===== config.mk =====
export PLATFORM = sky130hd
export DESIGN_NAME = pipe_stage_reg
export DESIGN_NICKNAME = d
export VERILOG_FILES = /design/src/rtl/pipe_pkg.sv /design/src/rtl/pipe_stage_cell.sv /design/src/rtl/pipe_stage_reg.sv
export SDC_FILE = /design/constraint.sdc
export NUM_CORES = 1
export LEC_CHECK = 0
export BUFFER_PORTS_ARGS = -buffer_cell sky130_fd_sc_hd__clkbuf_2
export CORE_MARGIN = 10
export CORE_UTILIZATION = 40
export CTS_CLUSTER_SIZE = 30
export DETAILED_ROUTE_END_ITERATION = 7
export PLACE_DENSITY = 0.77
export SLEW_MARGIN = 20
export SYNTH_ARGS = -nofsm -noshare
export SYNTH_HDL_FRONTEND = slang
export SYNTH_SLANG_ARGS = --single-unit

===== constraint.sdc =====
create_clock -name clk_i -period 0.8 [get_ports clk_i]
set_input_delay 0.04 -clock clk_i [delete_from_list [all_inputs] [get_ports clk_i]]
set_output_delay 0.04 -clock clk_i [all_outputs]
set_load 0.02 [all_outputs]

===== src/rtl/pipe_pkg.sv =====
// Shared definitions for the parametrised inter-stage pipeline register:
// depth limit, control-field bit positions, stage actions and counting helpers.
package pipe_pkg;

    localparam int PIPE_MAX_DEPTH   = 8;
    localparam int CTRL_WB_REGWRITE = 1;
    localparam int CTRL_WB_MEMTOREG = 0;
    localparam logic [31:0] STAT_MAX = 32'hFFFF_FFFF;

    typedef enum logic [1:0] {
        CELL_LOAD  = 2'd0,
        CELL_HOLD  = 2'd1,
        CELL_FLUSH = 2'd2
    } cell_op_e;

    function automatic logic [3:0] popcount(input logic [PIPE_MAX_DEPTH-1:0] bits);
        logic [3:0] cnt;
        cnt = 4'd0;
        for (int i = 0; i < PIPE_MAX_DEPTH; i++) begin
            cnt = cnt + {3'd0, bits[i]};
        end
        return cnt;
    endfunction

    function automatic logic [31:0] sat_inc(input logic [31:0] val);
        return (val == STAT_MAX) ? val : (val + 32'd1);
    endfunction

endpackage


===== src/rtl/pipe_stage_cell.sv =====
// One pipeline stage: valid, control and payload, updated on the falling clock edge.
// Priority is reset, then flush (bubble), then stall (hold), then load from the source.
module pipe_stage_cell
    import pipe_pkg::*;
#(
    parameter int DATA_W   = 32,
    parameter int CTRL_W   = 2,
    parameter int CLR_DATA = 0
) (
    input  logic              clk_i,
    input  logic              rst_i,
    input  logic              flush_i,
    input  logic              stall_i,
    input  logic              src_valid_i,
    input  logic [CTRL_W-1:0] src_ctrl_i,
    input  logic [DATA_W-1:0] src_data_i,
    output logic              valid_o,
    output logic [CTRL_W-1:0] ctrl_o,
    output logic [DATA_W-1:0] data_o,
    output logic              valid_d_o
);

    cell_op_e          op_s;
    logic              valid_q;
    logic              valid_d;
    logic [CTRL_W-1:0] ctrl_q;
    logic [CTRL_W-1:0] ctrl_d;
    logic [DATA_W-1:0] data_q;
    logic [DATA_W-1:0] data_d;

    // Select this stage's action for the coming edge.
    always_comb begin
        op_s = CELL_LOAD;
        if (flush_i) begin
            op_s = CELL_FLUSH;
        end else if (stall_i) begin
            op_s = CELL_HOLD;
        end else begin
            op_s = CELL_LOAD;
        end
    end

    // Next-state fields; a bubble always carries a zero control field.
    always_comb begin
        valid_d = valid_q;
        ctrl_d  = ctrl_q;
        data_d  = data_q;
        case (op_s)
            CELL_FLUSH: begin
                valid_d = 1'b0;
                ctrl_d  = '0;
                if (CLR_DATA != 0) begin
                    data_d = '0;
                end else begin
                    data_d = data_q;
                end
            end
            CELL_HOLD: begin
                valid_d = valid_q;
                ctrl_d  = ctrl_q;
                data_d  = data_q;
            end
            CELL_LOAD: begin
                valid_d = src_valid_i;
                ctrl_d  = src_ctrl_i;
                data_d  = src_data_i;
            end
            default: begin
                valid_d = valid_q;
                ctrl_d  = ctrl_q;
                data_d  = data_q;
            end
        endcase
    end

    // Stage register; reset is synchronous to the falling edge.
    always_ff @(negedge clk_i) begin
        if (!rst_i) begin
            valid_q <= 1'b0;
            ctrl_q  <= '0;
            data_q  <= '0;
        end else begin
            valid_q <= valid_d;
            ctrl_q  <= ctrl_d;
            data_q  <= data_d;
        end
    end

    assign valid_o   = valid_q;
    assign ctrl_o    = ctrl_q;
    assign data_o    = data_q;
    assign valid_d_o = valid_d;

endmodule


===== src/rtl/pipe_stage_reg.sv =====
// Parametrised chain of DEPTH pipeline stages with bubble insertion, stall and occupancy.
// Define PIPE_STAGE_STAT_EN to add saturating stall/bubble statistics counters.
module pipe_stage_reg
    import pipe_pkg::*;
#(
    parameter int DATA_W   = 32,
    parameter int CTRL_W   = 2,
    parameter int DEPTH    = 1,
    parameter int CLR_DATA = 0
) (
    input  logic                         clk_i,
    input  logic                         rst_i,
    input  logic                         stall_i,
    input  logic [DEPTH-1:0]             flush_i,
    input  logic                         valid_i,
    input  logic [CTRL_W-1:0]            ctrl_i,
    input  logic [DATA_W-1:0]            data_i,
    output logic                         valid_o,
    output logic [CTRL_W-1:0]            ctrl_o,
    output logic [DATA_W-1:0]            data_o,
    output logic [$clog2(DEPTH+1)-1:0]   occ_o
`ifdef PIPE_STAGE_STAT_EN
    ,
    output logic [31:0]                  stall_cnt_o,
    output logic [31:0]                  bubble_cnt_o
`endif
);

    localparam int OCC_W = $clog2(DEPTH+1);

    logic              chain_valid_s [DEPTH+1];
    logic [CTRL_W-1:0] chain_ctrl_s  [DEPTH+1];
    logic [DATA_W-1:0] chain_data_s  [DEPTH+1];
    logic              valid_nxt_s   [DEPTH];
    logic [PIPE_MAX_DEPTH-1:0] occ_bits_s;
    logic [OCC_W-1:0]  occ_d;
    logic [OCC_W-1:0]  occ_q;

    // Control is gated off for invalid input so a bubble can never write back.
    assign chain_valid_s[0] = valid_i;
    assign chain_ctrl_s[0]  = valid_i ? ctrl_i : '0;
    assign chain_data_s[0]  = data_i;

    for (genvar k = 0; k < DEPTH; k++) begin : g_stage
        pipe_stage_cell #(
            .DATA_W   (DATA_W),
            .CTRL_W   (CTRL_W),
            .CLR_DATA (CLR_DATA)
        ) u_cell (
            .clk_i       (clk_i),
            .rst_i       (rst_i),
            .flush_i     (flush_i[k]),
            .stall_i     (stall_i),
            .src_valid_i (chain_valid_s[k]),
            .src_ctrl_i  (chain_ctrl_s[k]),
            .src_data_i  (chain_data_s[k]),
            .valid_o     (chain_valid_s[k+1]),
            .ctrl_o      (chain_ctrl_s[k+1]),
            .data_o      (chain_data_s[k+1]),
            .valid_d_o   (valid_nxt_s[k])
        );
    end

    // Occupancy is counted from the next-state valid bits so it tracks the stages exactly.
    always_comb begin
        occ_bits_s = '0;
        for (int k = 0; k < DEPTH; k++) begin
            occ_bits_s[k] = valid_nxt_s[k];
        end
        occ_d = OCC_W'(popcount(occ_bits_s));
    end

    // Occupancy register.
    always_ff @(negedge clk_i) begin
        if (!rst_i) begin
            occ_q <= '0;
        end else begin
            occ_q <= occ_d;
        end
    end

    assign valid_o = chain_valid_s[DEPTH];
    assign ctrl_o  = chain_ctrl_s[DEPTH];
    assign data_o  = chain_data_s[DEPTH];
    assign occ_o   = occ_q;

`ifdef PIPE_STAGE_STAT_EN
    logic [31:0] stall_cnt_q;
    logic [31:0] stall_cnt_d;
    logic [31:0] bubble_cnt_q;
    logic [31:0] bubble_cnt_d;

    // A bubble is counted when the last stage is empty after this edge.
    always_comb begin
        stall_cnt_d  = stall_cnt_q;
        bubble_cnt_d = bubble_cnt_q;
        if (stall_i) begin
            stall_cnt_d = sat_inc(stall_cnt_q);
        end else begin
            stall_cnt_d = stall_cnt_q;
        end
        if (!valid_nxt_s[DEPTH-1]) begin
            bubble_cnt_d = sat_inc(bubble_cnt_q);
        end else begin
            bubble_cnt_d = bubble_cnt_q;
        end
    end

    // Statistics registers.
    always_ff @(negedge clk_i) begin
        if (!rst_i) begin
            stall_cnt_q  <= 32'd0;
            bubble_cnt_q <= 32'd0;
        end else begin
            stall_cnt_q  <= stall_cnt_d;
            bubble_cnt_q <= bubble_cnt_d;
        end
    end

    assign stall_cnt_o  = stall_cnt_q;
    assign bubble_cnt_o = bubble_cnt_q;
`endif

endmodule


Word level (Yosys, flattened, before mapping)
Cells that the tools add are included.
Word-level totals
  input bits: 39
  output and inout bits: 36
  bits in registers: 35
Operators by class
  equality and inequality tests: 1
  reduce and logical (&&, ||, !) cells: 2
  muxes and demuxes: 5
Operators with widths (number)
  $mux W2: 2
  $pmux W2 S2: 1
  $eq A2 B2 Y1 const B: 1
  $logic_not A2 Y1: 1
  $pmux W1 S2: 1
  $reduce_bool A2 Y1: 1
  $mux W1: 1

Longest topological paths before layout
Gate-level depths: netlist (run 1).
  depth after elaboration: 4
  depth in mapped cells: 4

By module
Synthesis (run 1) repeated with hierarchy kept, for this count alone.
Second synthesis, totals
  cell total of the unflattened synthesis: 164
  area, all modules: 1437.6 um^2
By module, submodules not included
  pipe_stage_cell: cells an instance 159, area an instance 1395.1 um^2, instances 1
  pipe_stage_reg: cells an instance 5, area an instance 42.5 um^2, instances 1

==> impl_metrics.toml, run 1 <==
[yosys]
yosysWarnings = 0
synth.yosys.seq_area_share = 0.456
netlist_area_um2 = 1540
avgSynthCellArea_um2 = 9.66
synth.distinct_cells = 15
yosysTopAreaCellShare = 0.456
synth_area_leader_cell = "dfxtp_1"
netlist_top_cells_area = "dfxtp_1, or3b_1, a21boi_1"
synth_nets = 198
ys_seq_elements = 35
synthCells = 159

[timing]
fin_skew_ns = 0
setup_ws_ns = -0.474
maxSlewViolCount = 0
rsz0062_at_grt = "yes"
tightestPinTransition_ns = 0.195
hold_violations = 0
setup_violations = 71
whs_ns = 0.358
relSlewSlack = 0.869

[outcome]
violations = "setup timing"
status = "complete, but fails checks"

[route]
drt.antenna.violating_nets = 0
drc = 0
vias = 1693
routed_wl_um = 6040
drt_iter0_markers = 54
via_per_inst = 5.16
firstDrtPassIters = 4
wire_per_inst_um = 18.4

[power]
ir_drop_mv = 1.21
totalPowerFinal_mw = 4.85
leakagePower_nw = 1.41
power_density_nw_per_um2 = 1590

[critical_path]
crit_required_ns = 0.76
ff2ff_path_depth = 3
path_buf_inv = 1
worstPathMaxFanout = 3
cp-endpoint = "occ_o"
regToRegSetupSlack_ns = 0.06
crit_family = "flip-flops"
cp.arrival_ns = 1.23
slowest_stage = "dfxtp_4"
cp-start-kind = "register"
cp.depth = 1
reg2reg_from = "g_stage[0].u_cell.data_o[16]"
cp-startpoint = "occ_o"
cpPeakStageDelay_ns = 0.35
cp-end-kind = "output port"
r2r-end = "g_stage[0].u_cell.data_o[16]"
critPathKind = "register to output port"
path_cells = "buf_8"

[cts]
cts.sinks = 35
clk_latency_ns = 0.34
path_clk_slew_ns = 0.04
cts_hold_buf = 0
cts_root_buffer = "clkbuf_8"
cts_buffers = 5
cts_htree_levels = 2
cts_tree = "yes"
clockBufferDepth = 2

[finish]
final_layout_size_suffix_gt1_frac = 0.568
final_common_cell = "buf_8"
nFillCells = 210
multi_input_area_um2 = 812
final_area_um2 = 3040
syn2layout_area_growth_pct = 98.3
num_antenna_cells = 0
fin_nets = 320
post_layout_nonfiller_instances = 328
most-common-layout-cells = "buf_8, inv_1, clkbuf_2"
seq_area_um2 = 747
post-route-util = 0.825

[grt]
antenna_found_initial = 0
grt_max_degree = 33
grt_pass1_vias = 1952
grt_use_total = 0.184
grt_pass1_wl_um = 9540
grt_overflow = 0

[die]
start_util = 0.416
io_pins = 75
die_width_um = 82.0
die_y_um = 82.0
die-area_um2 = 6720
rows = 22
coreArea_um2 = 3690

[place]
dpl_cell_area_um2 = 2000
io_buffers = 74
placedCellCount = 271
place_congestion = 0.757
post-dp-hpwl_um = 2870

[flow_run]
cap_viol_max_count = 0

[hold_path]
hold_class = "input pin to register"
## worst reg2reg max path, cell delays in order, from the launching register on
cell and delay (ns):
dfxtp_2 0.34, buf_4 0.11, o21ai_0 0.08, a21boi_1 0.14
## Yosys cell counts
library cell	count
o21ai_0	32
buf_6	3
nor2_1	1
buf_2	3
or3b_1	32
buf_4	1
nand2b_1	1
nand3b_1	2
mux2i_1	1
clkbuf_1	11
dfxtp_1	35
a21boi_1	32
nand2_1	2
a21oi_1	2
inv_1	1
## registers in the layout, summed over array words and instances (netlist names)
signal	cells
g_stage.u_cell.ctrl_o	2
occ_o	1
g_stage.u_cell.data_o	32
## metal layers
layer  vias up  track usage  routed length [µm]
li1        821            -                   -
met1       795        0.194                2420
met2        73        0.301                2960
met3         4        0.107                 631
met4         0       0.0663                  31
met5         -            0                   0
## cell families (layout without fill, tap and decap cells)
logic type      after synthesis  in the layout  share of synthesized area
compound gates               66             66                      0.267
simple gates                 38             38                      0.204
flops                        35             35                      0.456
buf+inv                      19            140                     0.0660
mux                           1              1                    0.00652
## timing repair
action,4_1_cts,5_1_grt
setup buffers,5,4
cloned,11,0
gates resized for setup,110,72
setup endpoints to repair,71,71
pin swaps,49,22
## stage by stage
stage | setup slack [ns] | setup TNS (ns)
2_1_floorplan | -0.391 | -12.81
3_3_place_gp | -0.508 | -21.41
3_5_place_dp | -0.557 | -22.08
4_1_cts | -0.479 | -22.76
5_1_grt | -0.507 | -23.32
6_report | -0.474 | -21.68
## where the power goes
group	leakage (nW)	switching, mW	total [mW]	internal, mW
combinational	0.881	0.409	1.03	0.619
sequential	0.301	0.0737	1.92	1.85
clock	0.228	1.10	1.90	0.802
total	1.41	1.58	4.85	3.27
## layout make-up
cell class / instances / share of cell area
Clock buffer: 5 / 0.0226
Clock inverter: 36 / 0.0444
Multi-Input combinational cell: 105 / 0.267
Sequential cell: 35 / 0.245
Tap cell: 48 / 0.0197
Timing Repair Buffer: 99 / 0.401
## worst min-delay path by stage
stage,from,endpoint,depth (start not counted)
2_1_floorplan,g_stage[0].u_cell.ctrl_o[0],g_stage[0].u_cell.ctrl_o[0],2
6_report,ctrl_i[1],g_stage[0].u_cell.ctrl_o[1],3
3_3_place_gp,g_stage[0].u_cell.ctrl_o[0],g_stage[0].u_cell.ctrl_o[0],2
3_5_place_dp,g_stage[0].u_cell.ctrl_o[1],g_stage[0].u_cell.ctrl_o[1],2
5_1_grt,ctrl_i[1],g_stage[0].u_cell.ctrl_o[1],3
4_1_cts,ctrl_i[1],g_stage[0].u_cell.ctrl_o[1],3
Note: power is estimated with default switching activity, not from simulation.
==> run 2, diff against run 1 <==
Settings changed: PLACE_DENSITY 0.77 to 0.83.
==> run 2 against run 1 <==
Compared with the run above:
- the run still ends with setup timing left
- combinational power about the same
- register-to-register slack worse by 0.03 ns
- sequential power hardly changed
- global-route usage fell by 1.4 points
- via count increased by 0.95%
- first-iteration DRC count increased by 3.7%
- clock-buffer cell count stayed put
- utilization increased by 0.85 points
- non-clock buffer count is the same
- final area grew 1.0%
- critical endpoint is now data_o[21]
==> impl_metrics.toml, run 2 (synthesized netlist as in run 1, its figures left out) <==
[die]
die-area_um2 = 6720
start_util = 0.416
die_y_um = 82.0
rows = 22
io_pins = 75
die_width_um = 82.0
coreArea_um2 = 3690

[timing]
relSlewSlack = 0.837
setup_ws_ns = -0.466
tightestPinTransition_ns = 0.243
hold_violations = 0
maxSlewViolCount = 0
rsz0062_at_grt = "yes"
setup_violations = 71
fin_skew_ns = 0

[finish]
fin_nets = 320
nFillCells = 215
most-common-layout-cells = "buf_8, clkbuf_2, inv_1"
final_layout_size_suffix_gt1_frac = 0.569
largest_reg_flops = 32
multi_input_area_um2 = 798
seq_area_um2 = 747
post-route-util = 0.834
num_antenna_cells = 0
final_common_cell = "buf_8"
syn2layout_area_growth_pct = 100

[place]
post-dp-hpwl_um = 2980
place_congestion = 0.691
io_buffers = 74
post-place-ws_ns = -0.584

[power]
leakagePower_nw = 1.42
power_density_nw_per_um2 = 1690
p_int_mw = 3.61
clkPwrFrac = 0.434
ir_drop_mv = 1.01
combPwrFrac = 0.196
power.switching_mw = 1.58
switching_share = 0.304
totalPowerFinal_mw = 5.19
p_seq_frac = 0.370

[cts]
cts_tree = "yes"
path_clk_slew_ns = 0.06
cts_hold_buf = 0
cts_root_buffer = "clkbuf_8"
cts_buffers = 5
clockBufferDepth = 2
clk_latency_ns = 0.34
cts_htree_levels = 2
cts.sinks = 35

[outcome]
violations = "setup timing"
status = "complete, but fails checks"

[route]
drt_iter0_markers = 56
drt.antenna.violating_nets = 0
routed_wl_um = 5650
firstDrtPassIters = 4
vias = 1709
via_per_inst = 5.19
wire_per_inst_um = 17.2
drc = 0

[grt]
antenna_found_initial = 0
grt_max_degree = 19
grt_use_total = 0.170
grt_pass1_wl_um = 8850
grt_overflow = 0
grt_pass1_vias = 1923

[critical_path]
worstPathMaxFanout = 2
path_buf_inv = 1
path_cells = "buf_8"
cp.arrival_ns = 1.23
cp-end-kind = "output port"
crit_required_ns = 0.76
crit_family = "flip-flops"
critPathKind = "register to output port"
cp-start-kind = "register"
slowest_stage = "dfxtp_2"
cpPeakStageDelay_ns = 0.35

[hold_path]
hold_class = "input pin to register"

[flow_run]
cap_viol_max_count = 0
## run 2: changes by cell type in the layout (fill, tap and decap cells not counted), moves of 2 or more
cell	change
or3b_4	+2
buf_12	+2
or3b_1	-2
o21ai_2	-4
o21ai_0	+4
## run 2: final timing paths
path | start | endpoint | slack, ns | cells past startpoint
min | ctrl_i[1] | g_stage[0].u_cell.ctrl_o[1] | 0.35 | 3
max reg2reg | g_stage[0].u_cell.ctrl_o[1] | g_stage[0].u_cell.ctrl_o[1] | 0.03 | 4
min reg2reg | g_stage[0].u_cell.data_o[12] | g_stage[0].u_cell.data_o[12] | 0.48 | 2
max | g_stage[0].u_cell.data_o[21] | data_o[21] | -0.47 | 1
## run 2: area by class of cell
cell class,count,share of cell area
multi-input cells,105,0.260
repair buffers,99,0.402
clock inverters,37,0.0541
well taps,48,0.0195
flip-flops and latches,35,0.243
clock buffers,5,0.0224
## run 2: power by group through the flow
| stage | sequential (mW) | clock, mW | combinational (mW) |
|---|---|---|---|
| final | 1.92 | 2.25 | 1.02 |
| after global routing | 1.92 | 2.56 | 1.08 |
| after CTS | 1.89 | 2.29 | 0.962 |
| after detailed placement | 1.90 | 0.275 | 0.599 |
| after global placement | 1.90 | 0.275 | 0.585 |
| after floorplan | 1.99 | 0.275 | 0.261 |
## run 2: layer usage
metal / up-vias / track usage / share of wire
li1: 812 / - / -
met1: 827 / 0.164 / 0.38
met2: 61 / 0.294 / 0.52
met3: 9 / 0.0950 / 0.085
met4: 0 / 0.0731 / 0.015
met5: - / 0 / 0
## run 2: what timing repair did
item	4_1_cts	5_1_grt
setup buffers	4	4
setup endpoints to repair	71	71
pin swaps	43	17
gates cloned	10	0
hold endpoints to repair	0	0
gates resized for setup	117	55
## run 2: metrics by stage
stage / hold WS (ns) / setup TNS [ns] / cells / instance area, µm²
finish: 0.348 / -21.19 / 329 / 3080
global placement: 0.455 / -21.11 / 272 / 2030
global route: 0.360 / -22.76 / 329 / 3080
detailed placement: 0.463 / -22.19 / 272 / 2030
CTS: 0.336 / -22.10 / 327 / 3000
floorplan: 0.497 / -12.81 / 159 / 1600
==> run 3, diff against run 2 <==
Settings changed: CORE_UTILIZATION 40 to 39, PLACE_DENSITY 0.83 to 0.81.
==> run 3 against run 2 <==
Compared with the run above:
- the flow still finishes with violations (setup timing)
- worst setup slack gained 0.0071 ns
- largest power group is now registers
- critical path depth is the same
- non-clock buffer count shrank 5
- register-to-register slack gained 0.07 ns
- global-route usage shrank 0.35 points
- utilization shrank 2.4 points
- via count grew 0.76%
- critical path type unchanged
- first-iteration DRC count grew 100%
- wire length grew 5.0%
- hold slack gained 0.025 ns
==> impl_metrics.toml, run 3 (synthesized netlist as in run 1, its figures left out) <==
[outcome]
violations = "setup timing"
status = "complete, but fails checks"

[grt]
grt_overflow = 0
grt_max_degree = 22
grt_pass1_wl_um = 8760
grt_use_total = 0.167
grt_pass1_vias = 1878
antenna_found_initial = 0

[critical_path]
cp-end-kind = "output port"
path_cells = "buf_8"
crit_required_ns = 0.76
cp.depth = 1
ff2ff_path_depth = 2
cpPeakStageDelay_ns = 0.35
cp-start-kind = "register"
cp.arrival_ns = 1.22
path_buf_inv = 1
crit_family = "flip-flops"
worstPathMaxFanout = 3
critPathKind = "register to output port"
slowest_stage = "dfxtp_4"

[timing]
setup_violations = 71
tightestPinTransition_ns = 0.249
rsz0062_at_grt = "yes"
setup_ws_ns = -0.459
relSlewSlack = 0.832
maxSlewViolCount = 0
hold_violations = 0
fin_skew_ns = 0
fin_setup_tns_ns = -21.53

[place]
post-place-ws_ns = -0.543
place_congestion = 0.713
post-dp-hpwl_um = 2790
io_buffers = 74
placedCellCount = 269

[power]
p_int_mw = 3.30
power.switching_mw = 1.50
totalPowerFinal_mw = 4.80
ir_drop_mv = 1.14
leakagePower_nw = 1.41
switching_share = 0.313
power_density_nw_per_um2 = 1580
p_seq_frac = 0.399
clkPwrFrac = 0.386
combPwrFrac = 0.214

[route]
wl_met3_um = 492
wl_met2_um = 3090
wire_per_inst_um = 18.2
vias = 1722
routed_wl_um = 5930
drt.antenna.violating_nets = 0
drc = 0
firstDrtPassIters = 5
drt_iter0_markers = 112
routed.top_layer = "met4"
via_per_inst = 5.30
wl_met1_um = 2230

[finish]
fin_nets = 315
post_layout_nonfiller_instances = 325
syn2layout_area_growth_pct = 97.4
most-common-layout-cells = "inv_1, clkbuf_2, buf_8"
final_layout_size_suffix_gt1_frac = 0.556
largest_reg_flops = 32
num_antenna_cells = 0
nFillCells = 247
post-route-util = 0.809

[die]
die-area_um2 = 6850
die_width_um = 82.7
start_util = 0.410
die_y_um = 82.7
io_pins = 75
rows = 22
coreArea_um2 = 3740

[cts]
cts.sinks = 35
path_clk_slew_ns = 0.04
cts_buffers = 5
clk_latency_ns = 0.34
cts_root_buffer = "clkbuf_8"
cts_htree_levels = 2
cts_tree = "yes"
clockBufferDepth = 2
cts_hold_buf = 0

[hold_path]
hold_class = "input pin to register"
hold_depth = 3

[flow_run]
cap_viol_max_count = 0
run 3: cell types whose count changed in the layout (fill, tap and decap cells not counted), sizes merged:
cell,change
bufbuf,+2
inv,+1
clkinvlp,+1
buf,-8
clkbuf,+1
bufinv,-1
run 3: power by group through the flow:
stage	sequential, mW	clock (mW)	combinational (mW)
after floorplan	1.99	0.275	0.261
after global placement	1.90	0.275	0.557
after detailed placement	1.90	0.275	0.568
after CTS	1.89	1.93	0.951
after global routing	1.92	2.21	1.09
final	1.92	1.85	1.03
run 3: final cells by class:
type	count	area [µm²]	area share
repair buffers	94	1210	0.401
multi-input cells	105	795	0.262
flip-flops and latches	35	747	0.246
clock inverters	38	145	0.0479
clock buffers	5	68.8	0.0227
well taps	48	60.1	0.0198
run 3: through the flow:
| step | hold slack (ns) | area (µm²) |
|---|---|---|
| 2_1_floorplan | 0.497 | 1600 |
| 3_3_place_gp | 0.449 | 1970 |
| 3_5_place_dp | 0.462 | 1970 |
| 4_1_cts | 0.363 | 2930 |
| 5_1_grt | 0.391 | 3030 |
| 6_report | 0.372 | 3030 |
run 3: path summary, 6_finish.rpt:
path | startpoint | to | slack (ns)
worst min register to register | g_stage[0].u_cell.data_o[24] | g_stage[0].u_cell.data_o[24] | 0.48
worst max register to register | g_stage[0].u_cell.data_o[1] | g_stage[0].u_cell.data_o[1] | 0.10
worst min-delay path | ctrl_i[1] | g_stage[0].u_cell.ctrl_o[1] | 0.37
worst max-delay path | occ_o | occ_o | -0.46
run 3: worst min-delay path: cells and delay by family:
kind,cells,cell delay [ns]
buf+inv,1,0.08
simple gates,1,0.09
compound gates,1,0.05
run 3: timing repair:
item / in CTS / in global routing
gates cloned: 11 / 1
buffers inserted: 2 / 1
resized for setup: 114 / 57
setup endpoints to repair: 71 / 71
pin swaps: 35 / 14
run 3: per-layer routing:
metal  track usage  vias up
li1              -      808
met4        0.0970        0
met1         0.175      825
met5             0        -
met3        0.0670       11
met2         0.276       78
